[src/rtl/storage_arb_pkg.sv]
// Shared types and constants for the storage-controller port arbiter.
// Imported by storage_arbiter and its round-robin picker.
package storage_arb_pkg;

  typedef enum logic [1:0] {
    IDLE = 2'd0,
    BUSY = 2'd1,
    RESP = 2'd2
  } arb_state_e;

  typedef enum logic {
    PORT_IFETCH = 1'b0,
    PORT_DATA   = 1'b1
  } port_e;

  localparam logic [31:0] DEFAULT_EXT_BASE = 32'h0000_1000;

  // Addresses at or above the base live in external QSPI storage.
  function automatic logic is_ext_addr(input logic [31:0] addr, input logic [31:0] base);
    return (addr >= base);
  endfunction

endpackage

[src/rtl/storage_arbiter_rr_pick2.sv]
// Combinational two-way round-robin picker: bit 0 is ifetch, bit 1 is data.
// On a tie the port that did not win last time is chosen.
module rr_pick2
  import storage_arb_pkg::*;
(
  input  logic [1:0] i_req,
  input  port_e      i_last,
  output logic [1:0] o_grant
);

  // One-hot grant selection.
  always_comb begin
    o_grant = 2'b00;
    case (i_req)
      2'b01:   o_grant = 2'b01;
      2'b10:   o_grant = 2'b10;
      2'b11: begin
        if (i_last == PORT_DATA) begin
          o_grant = 2'b01;
        end else begin
          o_grant = 2'b10;
        end
      end
      default: o_grant = 2'b00;
    endcase
  end

endmodule

[src/rtl/storage_arbiter.sv]
// Shares one storage_controller port between ifetch and data requesters.
// Holds the request until out_valid (or watchdog expiry), then idles one cycle while responding.
module storage_arbiter
  import storage_arb_pkg::*;
#(
  parameter int unsigned MEM_W    = 32,
  parameter logic [31:0] EXT_BASE = DEFAULT_EXT_BASE,
  parameter int unsigned TIMEOUT  = 1024
) (
  input  logic               clk,
  input  logic               rst,
  input  logic               i_req,
  input  logic [31:0]        i_addr,
  output logic               i_gnt,
  output logic               i_rvalid,
  output logic [MEM_W-1:0]   i_rdata,
  output logic               i_err,
  input  logic               d_req,
  input  logic               d_we,
  input  logic [31:0]        d_addr,
  input  logic [MEM_W-1:0]   d_wdata,
  input  logic [MEM_W/8-1:0] d_be,
  output logic               d_gnt,
  output logic               d_rvalid,
  output logic [MEM_W-1:0]   d_rdata,
  output logic               d_err,
  output logic               mem_access,
  output logic               mem_we,
  output logic [31:0]        mem_addr,
  output logic [MEM_W-1:0]   mem_wdata,
  output logic [MEM_W/8-1:0] mem_be,
  output logic               mem_ext,
  input  logic [MEM_W-1:0]   mem_rdata,
  input  logic               mem_valid,
  input  logic               prog_mode,
  output logic               busy
);

  localparam int unsigned BE_W     = MEM_W / 8;
  localparam int unsigned CNT_W    = $clog2(TIMEOUT);
  localparam logic [CNT_W-1:0] CNT_LAST = CNT_W'(TIMEOUT - 1);

  arb_state_e         r_state;
  arb_state_e         w_state_nxt;
  port_e              r_last;
  port_e              r_owner;
  logic [CNT_W-1:0]   r_cnt;

  logic               r_mem_access;
  logic               r_mem_we;
  logic [31:0]        r_mem_addr;
  logic [MEM_W-1:0]   r_mem_wdata;
  logic [BE_W-1:0]    r_mem_be;
  logic               r_mem_ext;

  logic               r_i_rvalid;
  logic               r_d_rvalid;
  logic [MEM_W-1:0]   r_i_rdata;
  logic [MEM_W-1:0]   r_d_rdata;
  logic               r_i_err;
  logic               r_d_err;

  logic [1:0]         w_pick;
  logic               w_arb_en;
  logic               w_start;
  logic               w_finish;
  logic               w_timeout;
  port_e              w_win;
  logic [31:0]        w_sel_addr;
  logic [MEM_W-1:0]   w_rdata_cap;
  logic               w_resp_i;
  logic               w_resp_d;

  rr_pick2 u_pick (
    .i_req   ({d_req, i_req}),
    .i_last  (r_last),
    .o_grant (w_pick)
  );

  assign w_arb_en   = (r_state == IDLE) && !prog_mode;
  assign i_gnt      = w_arb_en && w_pick[0];
  assign d_gnt      = w_arb_en && w_pick[1];
  assign w_win      = d_gnt ? PORT_DATA : PORT_IFETCH;
  assign w_sel_addr = d_gnt ? d_addr : i_addr;
  // Writes and timeouts return zero data regardless of what the bus shows.
  assign w_rdata_cap = (w_timeout || r_mem_we) ? {MEM_W{1'b0}} : mem_rdata;
  assign w_resp_i    = w_finish && (r_owner == PORT_IFETCH);
  assign w_resp_d    = w_finish && (r_owner == PORT_DATA);

  // State register.
  always_ff @(posedge clk) begin
    if (!rst) begin
      r_state <= IDLE;
    end else begin
      r_state <= w_state_nxt;
    end
  end

  // Next-state logic and transaction strobes.
  always_comb begin
    w_state_nxt = r_state;
    w_start     = 1'b0;
    w_finish    = 1'b0;
    w_timeout   = 1'b0;
    case (r_state)
      IDLE: begin
        if (i_gnt || d_gnt) begin
          w_start     = 1'b1;
          w_state_nxt = BUSY;
        end else begin
          w_state_nxt = IDLE;
        end
      end
      BUSY: begin
        if (mem_valid) begin
          w_finish    = 1'b1;
          w_state_nxt = RESP;
        end else if (r_cnt == CNT_LAST) begin
          w_finish    = 1'b1;
          w_timeout   = 1'b1;
          w_state_nxt = RESP;
        end else begin
          w_state_nxt = BUSY;
        end
      end
      RESP:    w_state_nxt = IDLE;
      default: w_state_nxt = IDLE;
    endcase
  end

  // Arbitration history, ownership and watchdog counter.
  always_ff @(posedge clk) begin
    if (!rst) begin
      r_last  <= PORT_DATA;
      r_owner <= PORT_IFETCH;
      r_cnt   <= {CNT_W{1'b0}};
    end else if (w_start) begin
      r_last  <= w_win;
      r_owner <= w_win;
      r_cnt   <= {CNT_W{1'b0}};
    end else if ((r_state == BUSY) && !w_finish) begin
      r_cnt   <= r_cnt + CNT_W'(1);
    end
  end

  // Latched controller request; access drops as soon as the transaction ends.
  always_ff @(posedge clk) begin
    if (!rst) begin
      r_mem_access <= 1'b0;
      r_mem_we     <= 1'b0;
      r_mem_addr   <= 32'h0000_0000;
      r_mem_wdata  <= {MEM_W{1'b0}};
      r_mem_be     <= {BE_W{1'b0}};
      r_mem_ext    <= 1'b0;
    end else if (w_start) begin
      r_mem_access <= 1'b1;
      r_mem_addr   <= w_sel_addr;
      r_mem_ext    <= is_ext_addr(w_sel_addr, EXT_BASE);
      if (d_gnt) begin
        r_mem_we    <= d_we;
        r_mem_wdata <= d_wdata;
        r_mem_be    <= d_be;
      end else begin
        r_mem_we    <= 1'b0;
        r_mem_wdata <= {MEM_W{1'b0}};
        r_mem_be    <= {BE_W{1'b1}};
      end
    end else if (w_finish) begin
      r_mem_access <= 1'b0;
    end
  end

  // Response pulses and captured data, routed to the owning port.
  always_ff @(posedge clk) begin
    if (!rst) begin
      r_i_rvalid <= 1'b0;
      r_d_rvalid <= 1'b0;
      r_i_err    <= 1'b0;
      r_d_err    <= 1'b0;
      r_i_rdata  <= {MEM_W{1'b0}};
      r_d_rdata  <= {MEM_W{1'b0}};
    end else begin
      r_i_rvalid <= w_resp_i;
      r_d_rvalid <= w_resp_d;
      r_i_err    <= w_resp_i && w_timeout;
      r_d_err    <= w_resp_d && w_timeout;
      if (w_resp_i) begin
        r_i_rdata <= w_rdata_cap;
      end
      if (w_resp_d) begin
        r_d_rdata <= w_rdata_cap;
      end
    end
  end

  assign mem_access = r_mem_access;
  assign mem_we     = r_mem_we;
  assign mem_addr   = r_mem_addr;
  assign mem_wdata  = r_mem_wdata;
  assign mem_be     = r_mem_be;
  assign mem_ext    = r_mem_ext;
  assign i_rvalid   = r_i_rvalid;
  assign i_rdata    = r_i_rdata;
  assign i_err      = r_i_err;
  assign d_rvalid   = r_d_rvalid;
  assign d_rdata    = r_d_rdata;
  assign d_err      = r_d_err;
  assign busy       = (r_state != IDLE);

endmodule
[config.mk]
export PLATFORM = sky130hd
export DESIGN_NAME = storage_arbiter
export DESIGN_NICKNAME = d
export VERILOG_FILES = /design/src/rtl/storage_arb_pkg.sv /design/src/rtl/storage_arbiter_rr_pick2.sv /design/src/rtl/storage_arbiter.sv
export SDC_FILE = /design/constraint.sdc
export NUM_CORES = 1
export LEC_CHECK = 0
export ABC_AREA = 0
export CAP_MARGIN = 20
export CORE_UTILIZATION = 40
export CTS_BUF_LIST = sky130_fd_sc_hd__clkbuf_8
export DETAILED_ROUTE_END_ITERATION = 8
export GPL_TIMING_DRIVEN = 0
export PLACE_DENSITY = 0.8
export SLEW_MARGIN = 10
export SYNTH_ARGS = -nofsm -noshare
export SYNTH_HDL_FRONTEND = slang
export SYNTH_SLANG_ARGS = --single-unit
[constraint.sdc]
create_clock -name clk -period 2.3 [get_ports clk]
set_clock_uncertainty 0.1 [all_clocks]
set_input_delay 0.46 -clock clk [delete_from_list [all_inputs] [get_ports clk]]
set_output_delay 0.46 -clock clk [all_outputs]
set_load 0.02 [all_outputs]
* Yosys cells after proc, flatten, opt, wreduce, memory -nomap -nowiden
Cells that the tools add are included.
** Word-level totals
- Latch bits :: 0
- Register bits after elaboration :: 153
- ROM bits :: 0
- Bits in writable memories :: 0
- Memories kept :: 0
** Operators by class
- Magnitude comparators :: 1
- Bitwise operators :: 2
- Mux-type cells :: 21
- Eq/ne operators :: 5
- Reductions and logical operators :: 16
- Shift operators :: 0
- $mul :: 0
- Divide/modulo/power cells :: 0
- Add/sub/neg operators :: 1
** Operator list (number)
- 32-bit two-way mux :: 3
- 32-bit by 13-bit greater-or-equal comparator with 1-bit output (second input constant) :: 1
- 1-bit two-way mux :: 12
- 10-bit by 1-bit adder with 10-bit output (second input constant) :: 1
- 10-bit == test (second input constant) :: 1
- 1-bit logical AND :: 8
- 2-bit two-way mux :: 3
- 2-bit one-hot mux with 3 select lines :: 1
- 2-bit by 1-bit == test with 1-bit output (second input constant) :: 2
- 2-bit == test (second input constant) :: 2
- 4-bit two-way mux :: 1
- 2-bit one-hot mux with 2 select lines :: 1
- 2-bit nonzero test :: 2
- 1-bit zero test :: 2
- 2-bit zero test :: 1
- 1-bit logical OR :: 2
- 1-bit NOT :: 2
- 2-bit OR reduction :: 1

* Longest topological paths before layout
Gate-level depths: netlist of the first run.
- Depth after elaboration :: 7
- Gate-level depth with buffers :: 7
- Mapped depth without buffers :: 6

* Cells and area by module
A second synthesis of the first run with hierarchy kept.
** Unflattened totals
- Cells, all modules :: 530
- Area total of the unflattened synthesis :: 5345.1 µm²
** Modules (own cells, without submodules)
- storage_arbiter :: cells each 527, area an instance 5326.4 µm², times used 1
- rr_pick2 :: cells each 3, area an instance 18.8 µm², times used 1

* Worst setup path after synthesis of the first run
Ideal clock, no wire load.
- Path kind :: input port to output port
- From :: in prog_mode
- To :: out d_gnt
- Path buffers :: 2
- Slack :: 367 ps
- Arrival time :: 1373 ps
- Stages on the path :: 5
- Cell sequence :: nor3_1 nand3_1 buf_2 buf_1 inv_1
** On the way
- Word-level cells in the longest chain between the ends :: 3
** Ends and longest elaborated chain
- from (decl) :: line storage_arbiter.sv:35 : input logic prog_mode,
- 1-bit zero test :: line storage_arbiter.sv:80 : assign w_arb_en = (r_state == IDLE) && !prog_mode;
- 1-bit logical AND :: line storage_arbiter.sv:80
- 1-bit logical AND :: line storage_arbiter.sv:82 : assign d_gnt = w_arb_en && w_pick[1];
- to (decl) :: line storage_arbiter.sv:23 : output logic d_gnt,
Every way passes these cells.

* Worst setup path after layout of the first run
- From :: in prog_mode
- To :: out i_gnt
** On the way
- Word-level cells in the longest chain between the ends :: 3
** Ends and longest elaborated chain
- 1-bit zero test :: line storage_arbiter.sv:80
- 1-bit logical AND :: line storage_arbiter.sv:80
- 1-bit logical AND :: line storage_arbiter.sv:81 : assign i_gnt = w_arb_en && w_pick[0];
- to (decl) :: line storage_arbiter.sv:14 : output logic i_gnt,
Every way passes these cells.

==> results by stage, run 1 <==
Placed design:
- The congestion estimate from routability-driven global placement came to between 0.8 and 0.9.
- In this run the cell area measured after placement is 8540 um^2.
- The sum of net half-perimeters after detailed placement is 14.1 mm.
- Port buffering added roughly 280 buffers.

Timing:
- The max-slew violation count was 0.
- Counting I/O delays and the setup requirement, the final critical path takes approximately 2.2 ns.
- The post-route fraction of the period consumed by the critical path is between 90 and 100%.
- The final-report setup violation count is 0.
- The worst max-slew margin expressed relative to the limit is between 50% and 60%.
- For the pin with the worst max-slew slack, the measured transition is roughly 0.67 ns.
- On the final layout, the worst hold slack is around 0.16 ns.
- Setup repair after global routing left no endpoint under its margin.
- The number of hold violations in the final report was 0.
- For this run, the top clock speed supported by timing is about 450 MHz.

Global routing:
- The wire length of the first global-routing pass is 29.1 mm.
- The via count of the first global-routing pass was 5,589.
- The initial antenna violation count is 0.
- For this run the aggregate overflow at the end of global routing stands at 0.
- Entering global routing, the biggest net connects 20 pins.
- In the global route stage, overall resource usage came out at between 20% and 30%.

Die:
- The chip height is ~120 um.
- The core region area is between 10,000 and 15,000 um^2.
- For this configuration, the core starts out at a cell density of between 40% and 50%.
- The number of placement rows is 42.
- The I/O pin total is between 200 and 300.
- The die covers 14,300 um^2.
- The die boundary width is about 120 um.

Synthesis:
- Yosys printed 0 warnings.
- By count the netlist is led by dfxtp_1, a32o_1, nor2_1.
- The synthesized netlist net count is between 600 and 700.
- The combinational family with the most area after synthesis is compound AO/OA/AOI/OAI gates.
- The number of synthesized flops with an enable pin is 0.
- The register area share after synthesis is between 50% and 60%.
- After synthesis the netlist holds a flip-flop and latch count of roughly 150.
- Dividing the synthesized area by the synthesized cell count gives ~11 um^2.
- The leading register cell type out of synthesis is dfxtp_1.
- The synthesized netlist contains 40 unique library cells.
- Of all cell types, the one taking the most synthesized area is dfxtp_1.
- The synthesized netlist devotes 1.11% of its cell area to XOR and XNOR gates.
- The area fraction of the dominant cell type after synthesis is approximately 55%.
- The synthesized netlist devotes 8.98% of its cell area to simple gates.
- The post-synthesis compound-gate area fraction is a little under a quarter.
- By area the synthesized netlist is led by dfxtp_1, a32o_1, mux2i_1.
- The share of flip-flops with an asynchronous set or reset after synthesis is 0%.
- Of the post-synthesis cell area, the part taken by muxes is under 10%.
- Synthesis produced between 400 and 500 cells.
- The most common cell in the netlist is dfxtp_1.
- The mapped netlist covers approximately 5500 um^2.
- The synthesized netlist devotes 0.226% of its cell area to adder and majority cells.

Min path:
- The class of the worst hold path is primary input to flop.
- Along the worst hold path, the cell count comes to 2.
- The end of the worst hold path is r_last.
- The start point of the worst min-delay path is rst.

Critical path:
- Walking the worst path, the cells encountered are clkdlybuf4s50_1, nor3_4, nand3_2, buf_12, inv_1, buf_4.
- The worst setup path is launched from a primary input.
- In this run the worst path has a maximum fanout of 19.
- The worst endpoint data arrival time is ~1.7 ns.
- The worst reg2reg path endpoint is mem_wdata[28].
- The startpoint of the lowest-slack register-to-register path is r_state[1].
- The required arrival time at the worst endpoint is roughly 1.7 ns.
- Grouping stages by cell kind, the critical path spends the most delay in buffers and inverters.
- The element type at the critical path end is an output port.
- The cell depth of the worst flop-to-flop path is 8.
- The cell at the slowest stage of the critical path is clkdlybuf4s50_1.
- The critical path in this run is classified as primary input to output port.
- In this design, the stage delay of the slowest critical-path cell is around 0.45 ns.
- The number of buffer and inverter stages on the critical path is 4.
- The setup slack on the worst flop-to-flop path is 0.18 ns.
- In this run the worst setup path begins at prog_mode.

Power and ir drop:
- In this run the static leakage power is between 3 and 4 nW.
- The maximum VDD drop is between 500 and 600 uV.
- In this run the power density over the cells is about 660 nW/um^2.

Run status:
- The flow ran to the end, and the final reports show no timing, DRC or antenna violations.

Route:
- After detailed routing, the met2 layer carries between 9 and 10 mm of wire.
- The routed layout has approximately 5,400 vias.
- The number of search-and-repair iterations in the first detailed-routing pass is 7.
- In the final routed layout, each cell accounts on average for 19.1 um.
- Dividing the detail-routed via count by the number of cells gives roughly 5.6.
- The highest metal layer used by the detailed router is met4.
- Detailed routing placed a total of 1.72 mm of wire on met3.
- The count of nets left with antenna violations once routing finished came out at 0.
- The aggregate routed wire length is 18.6 mm.
- The number of DRC markers in iteration 0 is ~340.
- In the final routing, the length of wire on met1 measures just under 7 mm.
- The detailed-route DRC error count is 0.

CTS:
- The H-tree level count is 4.
- Clock-pin slew was measured on the worst setup and hold paths at around 0.090 ns.
- The clock root buffer is clkbuf_8.
- The clock net sink count is 153.
- The number of buffers created by CTS is 17.
- At the later pin of the worst-skew pair, clock insertion delay measures between 0.4 and 0.5 ns.
- The number of hold buffers added after cts is 0.
- TritonCTS built the clock tree.
- The number of buffers on the longest clock path is 2.

Final layout:
- Cells fill roughly two thirds of the core in the end.
- Cells with a size suffix above 1 make up just under 9% of the layout.
- The finished layout cell area is 8970 um^2.
- The final-layout fill cell count is 1,030.
- The area growth from synthesis to layout is 62.3%.
- The final layout net count is 930.
- The number of inserted diodes is 0.

Run:
- The number of max-cap violations is 0.
-- logic make-up after synthesis --
kind of cell	Yosys count
flops	153
compound gates	149
simple gates	103
buf+inv	47
mux	32
xor+xnor	7
fa+ha+maj	1
-- per-stage QoR --
step	worst slack (ns)	cells	power, mW	setup TNS, ns
finish	0.0594	976	5.89	0
global route	0.00117	976	6.13	0
CTS	-0.0409	975	5.91	-0.0409
detailed placement	-0.930	947	3.92	-15.74
global placement	-0.863	947	3.89	-9.41
floorplan	0.367	492	3.32	0
-- layout by cell type (no fill, tap or decap), drive strengths merged, types with 2 or more instances in the layout --
| master | count |
|---|---|
| buf | 32 |
| o31ai | 2 |
| nor2 | 52 |
| clkbuf | 31 |
| a211oi | 31 |
| nand4 | 4 |
| a22o | 33 |
| a21oi | 5 |
| xor2 | 4 |
| nand3 | 10 |
| nand2 | 13 |
| clkinvlp | 3 |
| xnor2 | 3 |
| o22ai | 6 |
| nor4 | 8 |
| a32o | 64 |
| bufinv | 2 |
| clkdlybuf4s50 | 277 |
| nor3 | 8 |
| dfxtp | 153 |
| mux2i | 32 |
| clkinv | 4 |
| o21ai | 4 |
| inv | 6 |
-- registers in the layout (all words and copies together), names as in the netlist --
signal      count
d_rvalid        1
d_rdata        32
i_rvalid        1
r_state         2
d_err           1
mem_we          1
i_rdata        32
r_cnt          10
mem_ext         1
r_last          1
r_owner         1
mem_be          4
mem_addr       32
mem_wdata      32
mem_access      1
i_err           1
-- where the power goes --
group / switching [mW] / internal, mW / leakage [nW]
clock: 0.999 / 1.01 / 0.186
combinational: 0.500 / 0.547 / 2.02
sequential: 0.0692 / 2.76 / 1.24
total: 1.57 / 4.32 / 3.45
-- worst max path at each step --
stage          slack, ns            end  cells past startpoint
3_5_place_dp       -0.93          d_gnt                      7
6_report            0.06          i_gnt                      6
5_1_grt            0.001  mem_wdata[28]                      8
2_1_floorplan       0.37          d_gnt                      5
4_1_cts            -0.04          d_gnt                      6
3_3_place_gp       -0.86          d_gnt                      7
-- area by class of cell --
class / count / area (um^2) / area share, %
Sequential cell: 153 / 3070 / 34.2
Timing Repair Buffer: 281 / 2800 / 31.2
Multi-Input combinational cell: 292 / 2230 / 24.9
Clock buffer: 19 / 262 / 2.91
Buffer: 40 / 248 / 2.76
Tap cell: 176 / 220 / 2.45
Clock inverter: 10 / 123 / 1.37
Inverter: 5 / 18.8 / 0.209
-- routing by layer --
metal	GRT usage (%)	up-vias
met5	0	-
met4	10.4	0
met3	10.2	34
met2	45.7	283
met1	28.5	2612
li1	-	2497
-- repair_timing --
item | 4_1_cts | 5_1_grt
pin swaps | 3 | 3
endpoints found under the setup margin | 2 | 3
gates resized for setup | 15 | 6
buffers inserted | 1 | 1
Power figures use the tool's default switching activity.
==> run 2: changes to the inputs <==
--- a/config.mk
+++ b/config.mk
@@ -9,9 +9,11 @@
 export CAP_MARGIN = 20
 export CORE_UTILIZATION = 40
 export CTS_BUF_LIST = sky130_fd_sc_hd__clkbuf_8
+export CTS_CLUSTER_DIAMETER = 60
 export DETAILED_ROUTE_END_ITERATION = 8
-export GPL_TIMING_DRIVEN = 0
+export GPL_TIMING_DRIVEN = 1
 export PLACE_DENSITY = 0.8
+export RECOVER_POWER = 50
 export SLEW_MARGIN = 10
 export SYNTH_ARGS = -nofsm -noshare
 export SYNTH_HDL_FRONTEND = slang
==> run 2 against run 1 <==
Fmax up 1.8%. Final cell count shrank 1.9%. Hold slack better by 0.21 ns. Flip-flop and latch count unchanged. Sequential power barely moved. Setup slack better by 0.039 ns. Register-to-register slack improved by 0.03 ns. Combinational power down 5%. Routed wire length fell by 10%. Utilization is 0.24 points lower. Power is 0.13% lower. Critical path type is now flop to output port.
==> results by stage, run 2 (synthesis results as in run 1) <==
Run status:
- The flow ran to the end, and the final reports show no timing, DRC or antenna violations.

CTS:
- The H-tree level count is 4.
- After clock tree synthesis, the clock-pin slew on the worst setup and hold paths is approximately 0.080 ns.
- The clock reaches the later pin of the worst-skew pair after 0.44 ns.
- Post-CTS timing repair inserted 0 buffers for setup.
- The number of clock buffers added by TritonCTS is 17.
- The clock root buffer is clkbuf_8.
- In this run the deepest clock path goes through 2 buffers.
- TritonCTS built the clock tree.
- For this design, the sink count on the clock tree is roughly 150.

Critical path:
- The setup check on the worst reg-to-reg path leaves a slack of 0.21 ns.
- The startpoint type of the worst setup path is a flop.
- The element type at the critical path end is an output port.
- Together, buffers and inverters on the worst path number 3.
- The critical path goes through nor3_1, buf_4, nand3_2, inv_1, dlygate4sd2_1.
- The required arrival time at the worst endpoint is 1.74 ns.
- The worst stage delay on the critical path is ~0.37 ns.
- In this run the critical register-to-register path is launched from r_state[1].
- For this design, the slowest cell found on the critical path is dfxtp_1.
- At the worst endpoint, the arrival time is about 1.6 ns.
- The family with the most delay on the worst path is buffers and inverters.
- Of all nets on the critical path, the largest fanout is 5.
- For the worst flop-to-flop path, the logic depth is 8.
- The worst reg2reg path endpoint is mem_wdata[30].
- The classification of the worst setup path is flop to output port.

Die:
- The die covers approximately 14,000 um^2.
- During I/O placement, the number of pins put on the boundary was 281.
- After floorplanning, the core was divided into 42 placement rows.
- The die boundary width is between 100 and 150 um.
- After floorplanning, the core was sized to cover between 10,000 and 15,000 um^2.
- Once the floorplan was initialized, standard cells occupied between 40 and 50% of the core.
- The chip height is 120 um.

Power and ir drop:
- The power density over the cells is 658 nW/um^2.
- The maximum VDD drop is ~370 uV.
- The analysis attributes to cell leakage a power of 3.69 nW.

Timing:
- Setup violations remaining at the end of the flow were counted as 0.
- The max-slew violation count is 0.
- The post-layout minimum cycle time is about 2.2 ns.
- Setup repair after global routing left no endpoint under its margin.
- For the final routed database, the setup TNS stands at 0 ns.
- In the finished design, the share of the clock period the worst path needs comes to a little over nine tenths.
- The top achievable clock speed is 454 MHz.
- The worst max-slew margin expressed relative to the limit is between 60% and 70%.
- The number of hold violations in the final report is 0.
- At the pin with the least slew margin, the transition time is ~0.50 ns.

Min path:
- The start point of the worst min-delay path is i_rdata[30].
- The count of cells along the worst hold path is 1.
- In this run the worst hold path is classified as flop to flop.
- The end of the worst hold path is i_rdata[30].

Final layout:
- Cells fill approximately 67% of the core in the end.
- The final-layout fill cell count is between 1,000 and 1,500.
- In the final layout, the share of cells above drive strength 1 is under 10%.
- The repair_antennas step left the layout with diodes totalling 0.
- The area used by sequential logic in the layout is around 3100 um^2.
- The area taken by multi-input logic gates is 2230 um^2.
- Leaving out fill and tap cells, the most frequent cell in the layout is clkdlybuf4s50_1.
- The layout-stage area growth over the synthesis result is 61.7%.
- For this run, the post-layout net count is about 910.
- The top cell types in the final layout, fill and taps aside, are clkdlybuf4s50_1, dfxtp_1, dlygate4sd3_1.

Run:
- The number of max-cap violations is 0.

Global routing:
- The total track usage is a little under a quarter.
- The via count of the first global-routing pass is about 5,300.
- The total overflow left after global routing is 0.
- The initial antenna violation count is 0.
- The wire length of the first global-routing pass is about 26 mm.
- The maximum number of pins on one net before global-route repair is 65.

Route:
- Using the TritonRoute via totals, the vias-per-cell ratio works out to 5.45.
- The detailed router finished its first iteration with around 320 violations.
- The aggregate routed wire length is roughly 17 mm.
- The detailed-route DRC error count is 0.
- The average routed wire per standard cell is about 17 um.
- The first TritonRoute pass finished after 5 iterations.
- The final route contains approximately 5,200 vias.
- The count of antenna-violating nets left after detailed routing is 0.

Placed design:
- After legalization and detailed placement, the total HPWL measured around 12 mm.
- The congestion estimate from routability-driven global placement came to between 0.8 and 0.9.
- The number of buffers added on ports is 280.
-- run 2: how the worst max path moves through the flow --
| stage | start | end | cells after the start |
|---|---|---|---|
| global placement | prog_mode | i_gnt | 6 |
| global route | r_state[1] | d_gnt | 5 |
| CTS | r_state[1] | i_gnt | 5 |
| floorplan | prog_mode | d_gnt | 5 |
| detailed placement | prog_mode | i_gnt | 6 |
| finish | r_state[1] | i_gnt | 5 |
-- run 2: routing by layer --
metal	part of all wire [%]	up-vias	GRT usage, %	routed length, um
li1	-	2457	-	-
met1	39	2481	25.3	6530
met2	49	236	40.6	8220
met3	8.2	44	7.41	1370
met4	3.5	0	13.2	593
met5	0	-	0	0
-- run 2: area by class of cell --
cell class                      instances  share of cell area [%]
Clock inverter                         13                    1.74
Clock buffer                           18                    2.77
Inverter                                5                   0.210
Tap cell                              176                    2.46
Multi-Input combinational cell        292                    24.9
Timing Repair Buffer                  300                    33.7
Sequential cell                       153                    34.3
-- run 2: worst reg2reg max path, delay by kind of cell, from the launching register on --
family / cells / cell delay (ns)
DFF: 1 / 0.44
and+or+nand+nor: 4 / 0.43
buffers and inverters: 3 / 0.84
AOI/OAI and AO/OA: 1 / 0.22
-- run 2: repair_timing --
action	CTS	global route
gates resized for setup	2	0
hold buffers	0	0
setup endpoints to repair	2	0
-- run 2: stage by stage --
| stage | cell area, um^2 | worst slack [ns] | power, mW | std cells | hold slack (ns) |
|---|---|---|---|---|---|
| after floorplan | 5530 | 0.367 | 3.32 | 492 | 0.352 |
| after global placement | 8580 | -0.144 | 3.89 | 926 | 0.345 |
| after detailed placement | 8580 | -0.163 | 3.92 | 926 | 0.355 |
| after CTS | 8980 | 0.0735 | 5.97 | 957 | 0.372 |
| after global routing | 8940 | 0.0128 | 6.13 | 957 | 0.375 |
| final | 8940 | 0.0987 | 5.88 | 957 | 0.364 |
-- run 2: power breakdown --
group	internal, mW	switching [mW]
clock	1.09	0.974
sequential	2.76	0.0644
combinational	0.520	0.475
==> run 3: changes to the inputs <==
--- a/config.mk
+++ b/config.mk
@@ -12,9 +12,10 @@
 export CTS_CLUSTER_DIAMETER = 60
 export DETAILED_ROUTE_END_ITERATION = 8
 export GPL_TIMING_DRIVEN = 1
-export PLACE_DENSITY = 0.8
+export PLACE_DENSITY = 0.81
 export RECOVER_POWER = 50
 export SLEW_MARGIN = 10
 export SYNTH_ARGS = -nofsm -noshare
 export SYNTH_HDL_FRONTEND = slang
+export SYNTH_HIERARCHICAL = 1
 export SYNTH_SLANG_ARGS = --single-unit
==> run 3 against run 2 <==
Via count is 4.3% higher. Register-to-register slack worse by 0.07 ns. Hold slack better by 0.0095 ns. Sequential share of layout area is 0.19 points higher. Critical path depth is 3 lower. Area after synthesis is 3.3% lower. First-iteration DRC count is 1.3% higher. Routed wire length is 1.6% higher. Power hardly changed. Flip-flop and latch count stayed put. Critical path type unchanged. Critical endpoint is now busy. Largest power group unchanged.
==> results by stage, run 3 <==
Run status:
- The run finished with clean final reports.

Timing:
- For the finished layout, the period the worst path requires is about 2.2 ns.
- Setup violations remaining at the end of the flow were counted as 0.
- The final-layout setup total negative slack is 0 ns.
- Setup repair after global routing left no endpoint under its margin.
- The max-slew violation count is 0.
- The worst max-slew margin expressed relative to the limit is between 40% and 50%.
- The number of hold violations in the final report was 0.
- The worst path uses 96.9% of the clock period.
- The slew at the pin with the worst max-slew slack is 0.756 ns.
- Setup slack on the critical path of the routed design comes to ~0.072 ns.
- Based on the critical path, the design can be clocked at up to 449 MHz.

Run:
- Max-cap violations in this run came to 0.

Global routing:
- The global-route congestion overflow total is 0.
- The maximum number of pins on one net before global-route repair is 43.
- The initial antenna violation count is 1.
- For this run, the total global-route usage over all layers was measured as between 20% and 30%.
- The first global-routing pass estimated approximately 27 mm of wire.
- The via count of the first global-routing pass is roughly 5,400.

Die:
- The I/O pin total is between 200 and 300.
- Once the floorplan was initialized, standard cells occupied approximately two fifths of the core.
- The core region area is 12,800 um^2.
- The chip height is about 120 um.
- The floorplan die area is 13,800 um^2.
- After floorplanning, the core was divided into slightly above 40 placement rows.
- The die boundary width is 118 um.

Synthesis:
- Sorting the synthesized cells by area gives the leading types as dfxtp_1, a22o_1, nand2_1.
- Counting instances in the post-synthesis netlist gives the leading cell types as dfxtp_1, a22o_1, nand2_1.
- The synthesis-stage register bit count is 153.
- After synthesis, flip-flops and latches occupy between 50% and 60% of the total area.
- The share of flip-flops with an asynchronous set or reset after synthesis is 0%.
- After synthesis, the largest area contributor takes up a little under three fifths of total cell area.
- Yosys printed 6 warnings.
- dfxtp_1 is the most common cell in the netlist.
- The count of distinct cell types in the synthesized netlist is 43.
- Counting every instance in the synthesized netlist gives 530.
- The synthesized netlist occupies a cell area of about 5300 um^2.
- The average footprint of a synthesized cell is approximately 10 um^2.
- Of the total synthesized cell area, the portion taken by XOR and XNOR cells is less than 1%.
- Summing the areas of all compound-gate instances in the mapped netlist gives between 20 and 30% of the synthesized area.
- Summing the areas of all and, or, nand and nor instances in the mapped netlist gives between 10 and 15% of the synthesized area.
- Synthesis produced a netlist with a net count of 670.
- The combinational family with the most area after synthesis is compound AO/OA/AOI/OAI gates.
- After synthesis, the share of cell area in mux cells is 0%.
- Summing the areas of all fa, ha and maj instances in the mapped netlist gives less than 1% of the synthesized area.
- In the synthesized netlist the dominant register cell turns out to be dfxtp_1.
- The number of synthesized flops with an enable pin is 0.
- The cell taking the most area after synthesis is dfxtp_1.

Critical path:
- STA classifies the critical path endpoint as an output port.
- The worst endpoint data arrival time is between 1.5 and 2 ns.
- The classification of the worst setup path is flop to output port.
- The critical-path maximum fanout is 6.
- The required arrival time at the worst endpoint is approximately 1.7 ns.
- The worst setup path is launched from a flop.

Placed design:
- The cell area after placement is about 8500 um^2.
- Prior to clock tree synthesis, the placed netlist has a worst setup slack of -0.278 ns.
- The wire-length estimate of the detail-placed layout is ~12 mm.
- At the end of routability-driven placement, the weighted congestion stood at around 0.86.
- The count of buffers added on input and output ports is 280.

CTS:
- The clock network latency to the later pin of the worst-skew pair is roughly 0.45 ns.
- The clock net sink count is 153.
- The number of buffers on the longest clock path is 2.
- The number of hold buffers added after CTS was 0.
- Clock-pin slew was measured on the worst setup and hold paths at about 0.080 ns.
- The clock root buffer is clkbuf_8.
- The number of buffers created by CTS is 17.
- The clock tree from TritonCTS is built.
- The H-tree level count is 4.

Min path:
- The class of the worst hold path is flop to flop.

Route:
- Using the TritonRoute via totals, the vias-per-cell ratio works out to roughly 5.4.
- After detailed routing, the number of remaining DRC violations is 0.
- In this run, the number of DRC markers left after iteration 0 of detailed routing was between 300 and 400.
- For this block, the via count after detailed routing is between 5,000 and 6,000.
- In the final routed layout, each cell accounts on average for 17.0 um.
- In this run the remaining antenna-violating nets after routing total 0.
- Summed over all layers, the routed wires come to 17.0 mm.
- The first detailed-routing pass ran for 5 iterations.

Final layout:
- The number of inserted diodes is 0.
- Compared with the post-synthesis result, the final layout area differs by 66.4%.
- The finished layout cell area is slightly below 9000 um^2.
- The fraction of final layout cells with drive strength greater than 1 is ~7.5%.
- The library cell used most frequently in the layout, excluding fill and tap cells, is clkdlybuf4s50_1.
- The final layout net count is 957.
- The top cell types in the final layout, fill and taps aside, are clkdlybuf4s50_1, dfxtp_1, a22o_1.

Power and ir drop:
- The maximum VDD drop is 352 uV.
- Power comes to ~5.9 mW.
- The leakage dissipation is between 3 and 4 nW.
- Power spread over the standard cell area amounts to around 660 nW/um^2.
run 3: cell types whose count changed in the layout (fill, tap and decap cells not counted), moves of 4 or more:
cell             change
a22o_1              +64
a32o_1              -64
nand2_1             +59
nor2_1              -34
o21ai_0             +34
a31oi_1             +33
mux2i_1             -32
a211oi_1            -30
clkdlybuf4s50_1     +29
dlygate4sd3_1       -29
buf_4                +4
clkinvlp_4           -4
run 3: worst paths after layout:
kind / startpoint / to / slack, ns / depth (start not counted)
max reg2reg: r_state[0] / mem_wdata[18] / 0.14 / 7
min reg2reg: i_rdata[28] / i_rdata[28] / 0.37 / 1
min: i_rdata[28] / i_rdata[28] / 0.37 / 1
max: r_state[0] / busy / 0.07 / 2
run 3: power by group:
group | leakage (nW) | total (mW) | internal [mW] | switching [mW]
clock | 0.220 | 2.10 | 1.12 | 0.972
sequential | 1.24 | 2.82 | 2.76 | 0.0615
combinational | 2.10 | 0.965 | 0.508 | 0.456
total | 3.56 | 5.88 | 4.39 | 1.49
run 3: cell families (layout without fill, tap and decap cells):
family,count (synthesis),after routing
fa+ha+maj,1,1
flops,153,153
simple gates,133,133
buf+inv,46,346
xor+xnor,1,1
compound gates,196,196
run 3: what timing repair did:
action                     4_1_cts  5_1_grt
setup endpoints to repair        3        2
setup buffers                    0        0
gates cloned                     0        0
resized for setup                4        3
run 3: per-layer routing:
layer  vias to the layer above  part of all wire [%]  global-route usage [%]
li1                       2567                     -                       -
met1                      2570                    41                    28.2
met2                       261                    47                    40.9
met3                        43                   8.9                    8.67
met4                         0                   3.3                    13.9
met5                         -                     0                       0
run 3: cell type report:
| cell class | count | area (um^2) |
|---|---|---|
| Clock inverter | 13 | 154 |
| Clock buffer | 19 | 262 |
| Sequential cell | 153 | 3060 |
| Timing Repair Buffer | 308 | 3070 |
| Inverter | 6 | 22.5 |
| Fill cell | 970 | 3930 |
| Tap cell | 172 | 215 |
| Multi-Input combinational cell | 331 | 2110 |
run 3: through the flow:
step                hold WS, ns  std cells  util [%]
finish                    0.374       1002      69.3
global route              0.391       1002      69.3
CTS                       0.387       1002      69.6
detailed placement        0.363        970      66.4
global placement          0.360        970      66.4
floorplan                 0.357        530         -
run 3: critical path: stages (launching register included):
cell and delay [ns]:
dfxtp_1 0.36, or2_2 0.31, clkdlybuf4s50_1 0.55
